$ cat config.mk
export PLATFORM = sky130hd
export DESIGN_NAME = updown_count_monitor_flat
export DESIGN_NICKNAME = d
export VERILOG_FILES = /design/src/rtl/updown_count_monitor_pkg.sv /design/src/rtl/updown_count_monitor_if.sv /design/src/rtl/updown_count_monitor_predictor.sv /design/src/rtl/updown_count_monitor.sv /design/src/flat_wrapper.sv
export SDC_FILE = /design/constraint.sdc
export NUM_CORES = 1
export LEC_CHECK = 0
export CORE_MARGIN = 10
export CORE_UTILIZATION = 25
export CTS_CLUSTER_DIAMETER = 120
export DETAILED_ROUTE_END_ITERATION = 8
export DONT_BUFFER_PORTS = 1
export HOLD_SLACK_MARGIN = 0.1
export PLACE_DENSITY_LB_ADDON = 0.12
export SYNTH_ARGS = -nofsm -noshare
export SYNTH_HDL_FRONTEND = slang
export SYNTH_SLANG_ARGS = --single-unit
$ cat constraint.sdc
create_clock -name clk -period 3.92 [get_ports clk]
set_input_delay 0.98 -clock clk [delete_from_list [all_inputs] [get_ports clk]]
set_output_delay 0.98 -clock clk [all_outputs]
set_load 0.005 [all_outputs]
$ cat src/rtl/updown_count_monitor_pkg.sv
// Package for the up/down counter monitor.
// Holds the FSM state encoding, the error counter width and the shared
// next-count prediction used by the predictor.
package updown_mon_pkg;

    typedef enum logic [1:0] {
        UNLOCKED = 2'd0,
        LOCKED   = 2'd1,
        FAULT    = 2'd2
    } mon_state_e;

    localparam int ERR_W     = 8;
    // Carrier width for next_count. It must be larger than any counter width W.
    localparam int CNT_MAX_W = 31;

    // Next value of a w-bit up/down counter. A counter reset takes priority
    // over the direction. The result wraps modulo 2**w.
    function automatic logic [CNT_MAX_W-1:0] next_count(
        input logic [CNT_MAX_W-1:0] val,
        input logic                 up,
        input logic                 rst,
        input int                   w
    );
        logic [CNT_MAX_W-1:0] mask;
        logic [CNT_MAX_W-1:0] sum;
        mask = CNT_MAX_W'((64'd1 << w) - 64'd1);
        if (rst)     sum = '0;
        else if (up) sum = val + CNT_MAX_W'(1);
        else         sum = val - CNT_MAX_W'(1);
        return sum & mask;
    endfunction

endpackage

$ cat src/rtl/updown_count_monitor_if.sv
// Bus between the observed counter/control side and the monitor.
//   master : drives the sampled counter signals and the controls (en, clr).
//   slave  : the monitor. It takes those signals in and drives the status
//            signals out: locked, fault, err, err_cnt, dir, wrap_up, wrap_dn.
interface updown_count_monitor_if
    import updown_mon_pkg::*;
#(
    parameter int W      = 3,
    parameter int WRAP_W = 16
);
    logic              en;
    logic              cnt_rst;
    logic              cnt_up;
    logic [W-1:0]      cnt_val;
    logic              clr;
    logic              locked;
    logic              fault;
    logic              err;
    logic [ERR_W-1:0]  err_cnt;
    logic              dir;
    logic [WRAP_W-1:0] wrap_up;
    logic [WRAP_W-1:0] wrap_dn;

    modport master (
        output en, cnt_rst, cnt_up, cnt_val, clr,
        input  locked, fault, err, err_cnt, dir, wrap_up, wrap_dn
    );

    modport slave (
        input  en, cnt_rst, cnt_up, cnt_val, clr,
        output locked, fault, err, err_cnt, dir, wrap_up, wrap_dn
    );
endinterface

$ cat src/rtl/updown_count_monitor_predictor.sv
// count_predictor: holds the expected next count and the step behind it.
//   clk, reset      : clock and asynchronous active-low reset
//   upd             : load a new prediction from this sample
//   cnt_rst/up/val  : the observed counter signals
//   match           : the observed value equals the armed prediction
//   step_up/rst     : direction and reset flag of the predicted step
//   is_wrap_up/dn   : the predicted step is a wrap (reset steps never are)
module count_predictor
    import updown_mon_pkg::*;
#(
    parameter int W = 3
) (
    input  logic         clk,
    input  logic         reset,
    input  logic         upd,
    input  logic         cnt_rst,
    input  logic         cnt_up,
    input  logic [W-1:0] cnt_val,
    output logic         match,
    output logic         step_up,
    output logic         step_rst,
    output logic         is_wrap_up,
    output logic         is_wrap_dn
);
    logic [W-1:0] exp_q;
    logic [W-1:0] prev_val;
    logic [W-1:0] nxt;

    assign nxt = W'(next_count(CNT_MAX_W'(cnt_val), cnt_up, cnt_rst, W));

    // The prediction always resyncs from the observed value, even after a mismatch.
    always_ff @(posedge clk or negedge reset) begin
        if (!reset) begin
            exp_q    <= '0;
            prev_val <= '0;
            step_up  <= 1'b0;
            step_rst <= 1'b0;
        end else if (upd) begin
            exp_q    <= nxt;
            prev_val <= cnt_val;
            step_up  <= cnt_up;
            step_rst <= cnt_rst;
        end
    end

    assign match      = (cnt_val == exp_q);
    assign is_wrap_up = step_up  && !step_rst && (prev_val == {W{1'b1}});
    assign is_wrap_dn = !step_up && !step_rst && (prev_val == '0);
endmodule

$ cat src/rtl/updown_count_monitor.sv
// updown_count_monitor: passive checker for a W-bit up/down counter.
//   clk   : clock
//   reset : asynchronous active-low reset
//   bus   : slave modport. The counter signals and the en/clr controls come in.
//           The status signals go out: locked, fault, err, err_cnt, dir, wraps.
// The predictor arms an expected value. This module runs the
// UNLOCKED/LOCKED/FAULT FSM and holds the error and wrap counters.
module updown_count_monitor
    import updown_mon_pkg::*;
#(
    parameter int W       = 3,
    parameter int MAX_ERR = 4,
    parameter int WRAP_W  = 16
) (
    input logic                   clk,
    input logic                   reset,
    updown_count_monitor_if.slave bus
);
    localparam logic [ERR_W:0] MAX_ERR_L = (ERR_W+1)'(MAX_ERR);

    mon_state_e        state_q, state_d;
    logic              match, step_up, step_rst, is_wrap_up, is_wrap_dn;
    logic              upd, hit, miss;
    logic              err_q, dir_q;
    logic [ERR_W-1:0]  err_cnt_q;
    logic [ERR_W:0]    err_inc;
    logic [WRAP_W-1:0] wrap_up_q, wrap_dn_q;

    // The prediction is frozen in FAULT. Compares happen only while LOCKED.
    assign upd     = bus.en && (state_q != FAULT);
    assign hit     = bus.en && (state_q == LOCKED) && match;
    assign miss    = bus.en && (state_q == LOCKED) && !match;
    assign err_inc = {1'b0, err_cnt_q} + (ERR_W+1)'(1);

    count_predictor #(.W(W)) u_pred (
        .clk        (clk),
        .reset      (reset),
        .upd        (upd),
        .cnt_rst    (bus.cnt_rst),
        .cnt_up     (bus.cnt_up),
        .cnt_val    (bus.cnt_val),
        .match      (match),
        .step_up    (step_up),
        .step_rst   (step_rst),
        .is_wrap_up (is_wrap_up),
        .is_wrap_dn (is_wrap_dn)
    );

    always_ff @(posedge clk or negedge reset) begin
        if (!reset) state_q <= UNLOCKED;
        else        state_q <= state_d;
    end

    // If clr arrives on the same edge as a fatal mismatch, it zeroes err_cnt,
    // so the monitor stays LOCKED.
    always_comb begin
        state_d = state_q;
        case (state_q)
            UNLOCKED: if (bus.en) state_d = LOCKED;
            LOCKED:   if (miss && !bus.clr && (err_inc >= MAX_ERR_L)) state_d = FAULT;
            FAULT:    if (bus.clr) state_d = UNLOCKED;
            default:  state_d = UNLOCKED;
        endcase
    end

    always_ff @(posedge clk or negedge reset) begin
        if (!reset) begin
            err_q     <= 1'b0;
            dir_q     <= 1'b0;
            err_cnt_q <= '0;
            wrap_up_q <= '0;
            wrap_dn_q <= '0;
        end else begin
            err_q <= miss;
            // Credit the step that was predicted on the previous edge.
            if (hit && !step_rst) dir_q <= step_up;
            if (bus.clr) begin
                err_cnt_q <= '0;
                wrap_up_q <= '0;
                wrap_dn_q <= '0;
            end else begin
                if (miss && (err_cnt_q != '1))
                    err_cnt_q <= err_cnt_q + ERR_W'(1);
                if (hit && is_wrap_up && (wrap_up_q != '1))
                    wrap_up_q <= wrap_up_q + WRAP_W'(1);
                if (hit && is_wrap_dn && (wrap_dn_q != '1))
                    wrap_dn_q <= wrap_dn_q + WRAP_W'(1);
            end
        end
    end

    assign bus.locked  = (state_q == LOCKED);
    assign bus.fault   = (state_q == FAULT);
    assign bus.err     = err_q;
    assign bus.err_cnt = err_cnt_q;
    assign bus.dir     = dir_q;
    assign bus.wrap_up = wrap_up_q;
    assign bus.wrap_dn = wrap_dn_q;
endmodule
$ cat src/flat_wrapper.sv
// flat-port wrapper written by rule: the top's interface ports become plain ports
module updown_count_monitor_flat import updown_mon_pkg::*;
#(
    parameter int W       = 3,
    parameter int MAX_ERR = 4,
    parameter int WRAP_W  = 16
)
  (clk, reset, bus_en, bus_cnt_rst, bus_cnt_up, bus_cnt_val, bus_clr, bus_locked, bus_fault, bus_err, bus_err_cnt, bus_dir, bus_wrap_up, bus_wrap_dn);
  updown_count_monitor_if #(.W(W), .WRAP_W(WRAP_W)) bus_i ();
  input logic clk;
  input logic reset;
  input wire logic [$bits(bus_i.en)-1:0] bus_en;
  input wire logic [$bits(bus_i.cnt_rst)-1:0] bus_cnt_rst;
  input wire logic [$bits(bus_i.cnt_up)-1:0] bus_cnt_up;
  input wire logic [$bits(bus_i.cnt_val)-1:0] bus_cnt_val;
  input wire logic [$bits(bus_i.clr)-1:0] bus_clr;
  output wire logic [$bits(bus_i.locked)-1:0] bus_locked;
  output wire logic [$bits(bus_i.fault)-1:0] bus_fault;
  output wire logic [$bits(bus_i.err)-1:0] bus_err;
  output wire logic [$bits(bus_i.err_cnt)-1:0] bus_err_cnt;
  output wire logic [$bits(bus_i.dir)-1:0] bus_dir;
  output wire logic [$bits(bus_i.wrap_up)-1:0] bus_wrap_up;
  output wire logic [$bits(bus_i.wrap_dn)-1:0] bus_wrap_dn;
  assign bus_i.en = bus_en;
  assign bus_i.cnt_rst = bus_cnt_rst;
  assign bus_i.cnt_up = bus_cnt_up;
  assign bus_i.cnt_val = bus_cnt_val;
  assign bus_i.clr = bus_clr;
  assign bus_locked = bus_i.locked;
  assign bus_fault = bus_i.fault;
  assign bus_err = bus_i.err;
  assign bus_err_cnt = bus_i.err_cnt;
  assign bus_dir = bus_i.dir;
  assign bus_wrap_up = bus_i.wrap_up;
  assign bus_wrap_dn = bus_i.wrap_dn;
  updown_count_monitor #(.W(W), .MAX_ERR(MAX_ERR), .WRAP_W(WRAP_W)) u_core (.clk(clk), .reset(reset), .bus(bus_i));
endmodule
# Word level (Yosys, flattened, before mapping)
# Cells that the tools add are included.
# totals
ff_bits	52
word_cells	66
input_bits	9
out_inout_bits	44
# op_classes
n_mux	12
n_reduce_logical	26
n_eq_ne	11
n_addsub	6
n_lt_le_gt_ge	1
# op_table
operator	n
16-bit 2-to-1 mux	4
16-bit by 1-bit adder with 16-bit output (second input constant)	2
16-bit != test (second input constant)	2
1-bit logical AND	16
8-bit 2-to-1 mux	2
8-bit by 1-bit adder with 9-bit output (second input constant)	1
9-bit by 3-bit greater-or-equal comparator with 1-bit output (second input constant)	1
8-bit by 1-bit adder with 8-bit output (second input constant)	1
8-bit != test (second input constant)	1
2-bit 2-to-1 mux	3
3-bit 2-to-1 mux	2
2-bit != test (second input constant)	3
2-bit case mux with 3 select lines	1
2-bit nonzero test	3
1-bit zero test	4
3-bit by 1-bit adder with 3-bit output (second input constant)	1
3-bit equality test	1
3-bit equality test (second input constant)	1
3-bit zero test	1
3-bit AND reduction	1
3-bit by 1-bit subtractor with 3-bit output (second input constant)	1
2-bit by 1-bit equality test with 1-bit output (second input constant)	1
2-bit equality test (second input constant)	1
2-bit zero test	1
2-bit by 1-bit != test with 1-bit output (second input constant)	1

# Depth between registers and ports, before layout
# logic_depth
depth_word	7
ltp_mapped	8
mapped_depth_nobuf	6

# Cells and area by module
# Synthesis repeated with hierarchy kept, for this count alone.
# hier_totals
hier_cells	292
area_unflattened_um2	2996.6
# by_module_without_submodules
mod	seq_area_each_um2	n_inst	area_per_inst_um2	cells_each
updown_count_monitor	1101.1	1	2581.2	258
count_predictor	200.2	1	415.4	34

# Worst setup path before layout
# OpenSTA, ideal clock, no wires.
# synth_timing
path_type	input-to-reg
start	input port bus_cnt_val[0]
end	register u_core.wrap_up_q[11] (netlist: u_core.bus.wrap_up[11])
arrival_time_ns	2.502
path_stages	6
setup_time_ns	0.128
path_buffers	1
required_time_ns	3.792
path_slack_ns	1.291
cell_sequence	xor2_1 > nor4b_4 > nand2_2 > buf_6 > nor4_2 > mux2_1
# synth_between
elab_chain_len	5
# synth_lines
item	line_no	text
start: declaration	flat_wrapper.sv:15	input wire logic [$bits(bus_i.cnt_val)-1:0] bus_cnt_val;
3-bit equality test	updown_count_monitor_predictor.sv:46	assign match = (cnt_val == exp_q);
1-bit logical AND	updown_count_monitor.sv:31	assign hit = bus.en && (state_q == LOCKED) && match;
1-bit logical AND (2 in series)	updown_count_monitor.sv:84	if (hit && is_wrap_up && (wrap_up_q != '1))
2-bit nonzero test (no source line)	--	
end signal: assignment	updown_count_monitor.sv:85	wrap_up_q <= wrap_up_q + WRAP_W'(1);
end: declaration	updown_count_monitor.sv:27	logic [WRAP_W-1:0] wrap_up_q, wrap_dn_q;
# No other way between the ends.
# A chain may end at the register's enable or synchronous reset.

# Worst setup path after layout
# layout_timing
start	input port bus_cnt_val[0]
end	register u_core.wrap_up_q[5] (netlist: u_core.bus.wrap_up[5])
# Same word-level chain as after synthesis.

==> metrics <==
# clock sinks=52; Clock Power Share=41.8%; CP cell instances=xor2_1, nor4b_4, nand2_2, nor4_1, mux2_1; Post-CTS Resized=0; DRC viols=0; Vias per Instance=5.30; CP max stage delay=around 0.54 ns; Post-Syn Area per Cell=9.68 sq um; Int Power=0.834 mW; setup_tns=0 ns; max cap viols=0; CP Capture Type=flip-flop; core area=between 0.01 and 0.015 sq mm; Adder-Cell Fraction of Synth Area=1.97%; TritonCTS Buffers=5; Placed Cells=434; largest family of logic cells by synthesized area=simple AND/OR/NAND/NOR gates; Setup Crit Path Kind=in2reg; area grow syn2layout=9.33%; port buffer count=0; complex-gate fraction of the synthesized area=13.6%; I/O pin count=53; Net Sw Frac=23.3%; logic gate share of total power=5.4%; hold-fix buffers at CTS=0; Hold WC Path Type=in2async; Static Leak=approximately 1.2 nW; die extent in y=around 130 um; GRT Residual Overflow=0; worst skew pair latency=about 0.29 ns; number of synthesized flops with an enable pin=0; synthesized instance count=302; outcome=finished clean; maximum clock insertion buffer count=2; wirelength, routed=7940 um; final hold violations=0; CP Launch Type=input port; Seq/Total Area, Yosys=44.5%; CP Max Fanout=28; first-pass GRT wire length=13100 um; unrepaired setup endpoints after global routing=false; TritonCTS clock tree=yes; Fmax=356 MHz; router iterations before antenna repair=4; DP Wirelength=5560 um; Async S/R FF share, synth=100%; Synth Area in Simple Gates=28.4%; Worst Reg-to-Reg Cells=5; measured slew at the worst slew-check pin=0.627 ns; # rows=39; Syn Nets=315; clock slew at reported path FFs=0.07 ns; layout cells sized above 1=7.36%; All-Layer GR Usage=9.84%; ant diodes=0; starting density of the core=25.6%; ys flop type=dfrtp_1; CP max stage cell=nor4b_4; largest net degree at the start of global routing=53; CTS Root Cell=clkbuf_16; WP data arrival=2.99 ns; Synth cell types=48; WP data required=4.10 ns; XOR/XNOR Fraction of Synth Area=3.89%; WHS=0.377 ns; WL/cell=18.0 um; VDD IR max=159 uV; Rel. slew slack=58.0%; Die ar.=0.0164 sq mm; number of nets still failing antenna checks after routing=0; net switching power=0.253 mW; post-route minimum period=2.81 ns; final setup vio count=0; mux cell area share after synthesis=roughly 4.5%; Sequential Power Share=52.8%; Synth Warn #=0; detailed-route via count=2342; Setup Fix Bufs, Post-CTS=0; Die X=128 um; Nets=311; H-tree levels=2; Final Skew=0.00771 ns; synthesized area=0.00292 sq mm; initial antenna violation count=0; Slew Limit Fails=0; Iteration-0 DRC Markers=109; gpl congestion=roughly 0.72; Seq cells post-synth=between 50 and 60; crit share post-route=71.7%; number of global-route vias before repair=2361; Power Density=between 300 and 400 mW/mm^2; Layout Cells excl Fill=442
## cell type report
class                           instances  area (sq um)
Timing Repair Buffer                    1          7.51
Clock buffer                            6           139
Sequential cell                        52          1300
Tap cell                              143           179
Fill cell                            1231          8220
Inverter                                7          26.3
Multi-Input combinational cell        231          1530
Clock inverter                          2          10.0
## sequential cells by signal, summed over array words and instances (netlist names)
register / flops
u_core.bus.dir: 1
u_core.bus.err: 1
u_core.bus.err_cnt: 8
u_core.bus.wrap_dn: 16
u_core.bus.wrap_up: 16
u_core.state_q: 2
u_core.u_pred.exp_q: 3
u_core.u_pred.prev_val: 3
u_core.u_pred.step_rst: 1
u_core.u_pred.step_up: 1
## through the flow
step                cell area, sq um  worst slack (ns)  utilization [%]  power, mW
finish                          3200              1.11             28.0       1.09
CTS                             3200              1.09             28.0       1.11
detailed placement              3050             0.768             26.7      0.647
floorplan                       2920              1.29                -      0.636
global placement                3050             0.853             26.7      0.647
global route                    3200             0.951             28.0       1.14
## routing by layer
metal	up-vias	share of wire [%]	GRT usage [%]	routed length (um)
met5	-	0	0	0
met3	5	8.3	4.30	657
met2	52	47	15.7	3720
met4	0	0.84	2.72	67
met1	1156	44	11.8	3490
li1	1129	-	-	-
## final timing paths
path,startpoint,endpoint,slack [ns]
min in group clk,u_core.state_q[1]$_DFFE_PN0P_,u_core.state_q[0]$_DFFE_PN0P_,0.48
worst min register to register,u_core.state_q[1]$_DFFE_PN0P_,u_core.state_q[0]$_DFFE_PN0P_,0.48
worst min-delay path,reset,u_core.bus.wrap_up[7]$_DFFE_PN0P_,0.38
max in group asynchronous,reset,u_core.bus.wrap_dn[15]$_DFFE_PN0P_,3.42
worst max register to register,u_core.state_q[1]$_DFFE_PN0P_,u_core.bus.wrap_up[5]$_DFFE_PN0P_,1.39
worst max-delay path,bus_cnt_val[0],u_core.bus.wrap_up[5]$_DFFE_PN0P_,1.11
## placed cells by master, fill, tap and decap left out, types with 7 or more instances in the layout
master / netlist / routed
nor4_1: 8 / 8
inv_1: 7 / 7
dfrtp_1: 52 / 52
o31ai_1: 16 / 16
nor2b_1: 9 / 9
nand2_1: 25 / 25
o21ai_0: 8 / 8
a21oi_1: 22 / 22
and4_1: 8 / 8
nand3_1: 16 / 16
nor2_1: 21 / 21
or4_1: 13 / 13
nand4_1: 9 / 9
xor2_1: 7 / 7
## power groups by stage
stage          logic [mW]  clock network (mW)  registers, mW
2_1_floorplan      0.0569                   0          0.579
3_3_place_gp       0.0608                   0          0.586
3_5_place_dp       0.0604                   0          0.586
4_1_cts            0.0607               0.477          0.576
5_1_grt            0.0675               0.492          0.579
6_report           0.0590               0.454          0.574
## critical path, delay by kind of cell
family	cells	cell delay (ns)
xor gates and xnor gates	1	0.19
muxes	1	0.35
and+or+nand+nor	3	1.45
## Yosys cell counts, types with 8 or more instances
library cell  instances  area (sq um)
nand4_1               9          56.3
nand2_1              25          93.8
o31ai_1              16           120
nor4_1                8          50.1
nor2b_1               9          56.3
and4_1                8          70.1
nor2_1               21          78.8
dfrtp_1              52          1300
a21oi_1              22           110
nand3_1              16          80.1
o21ai_0               8          40.0
or4_1                13          97.6
## logic make-up after synthesis
logic type | Yosys count
AO/OA/AOI/OAI | 62
XOR/XNOR | 13
adder cells (fa/ha/maj) | 4
buffers and inverters | 19
flip-flops | 52
multiplexers | 12
AND/OR/NAND/NOR | 140
(Power assumes the default switching activity.)
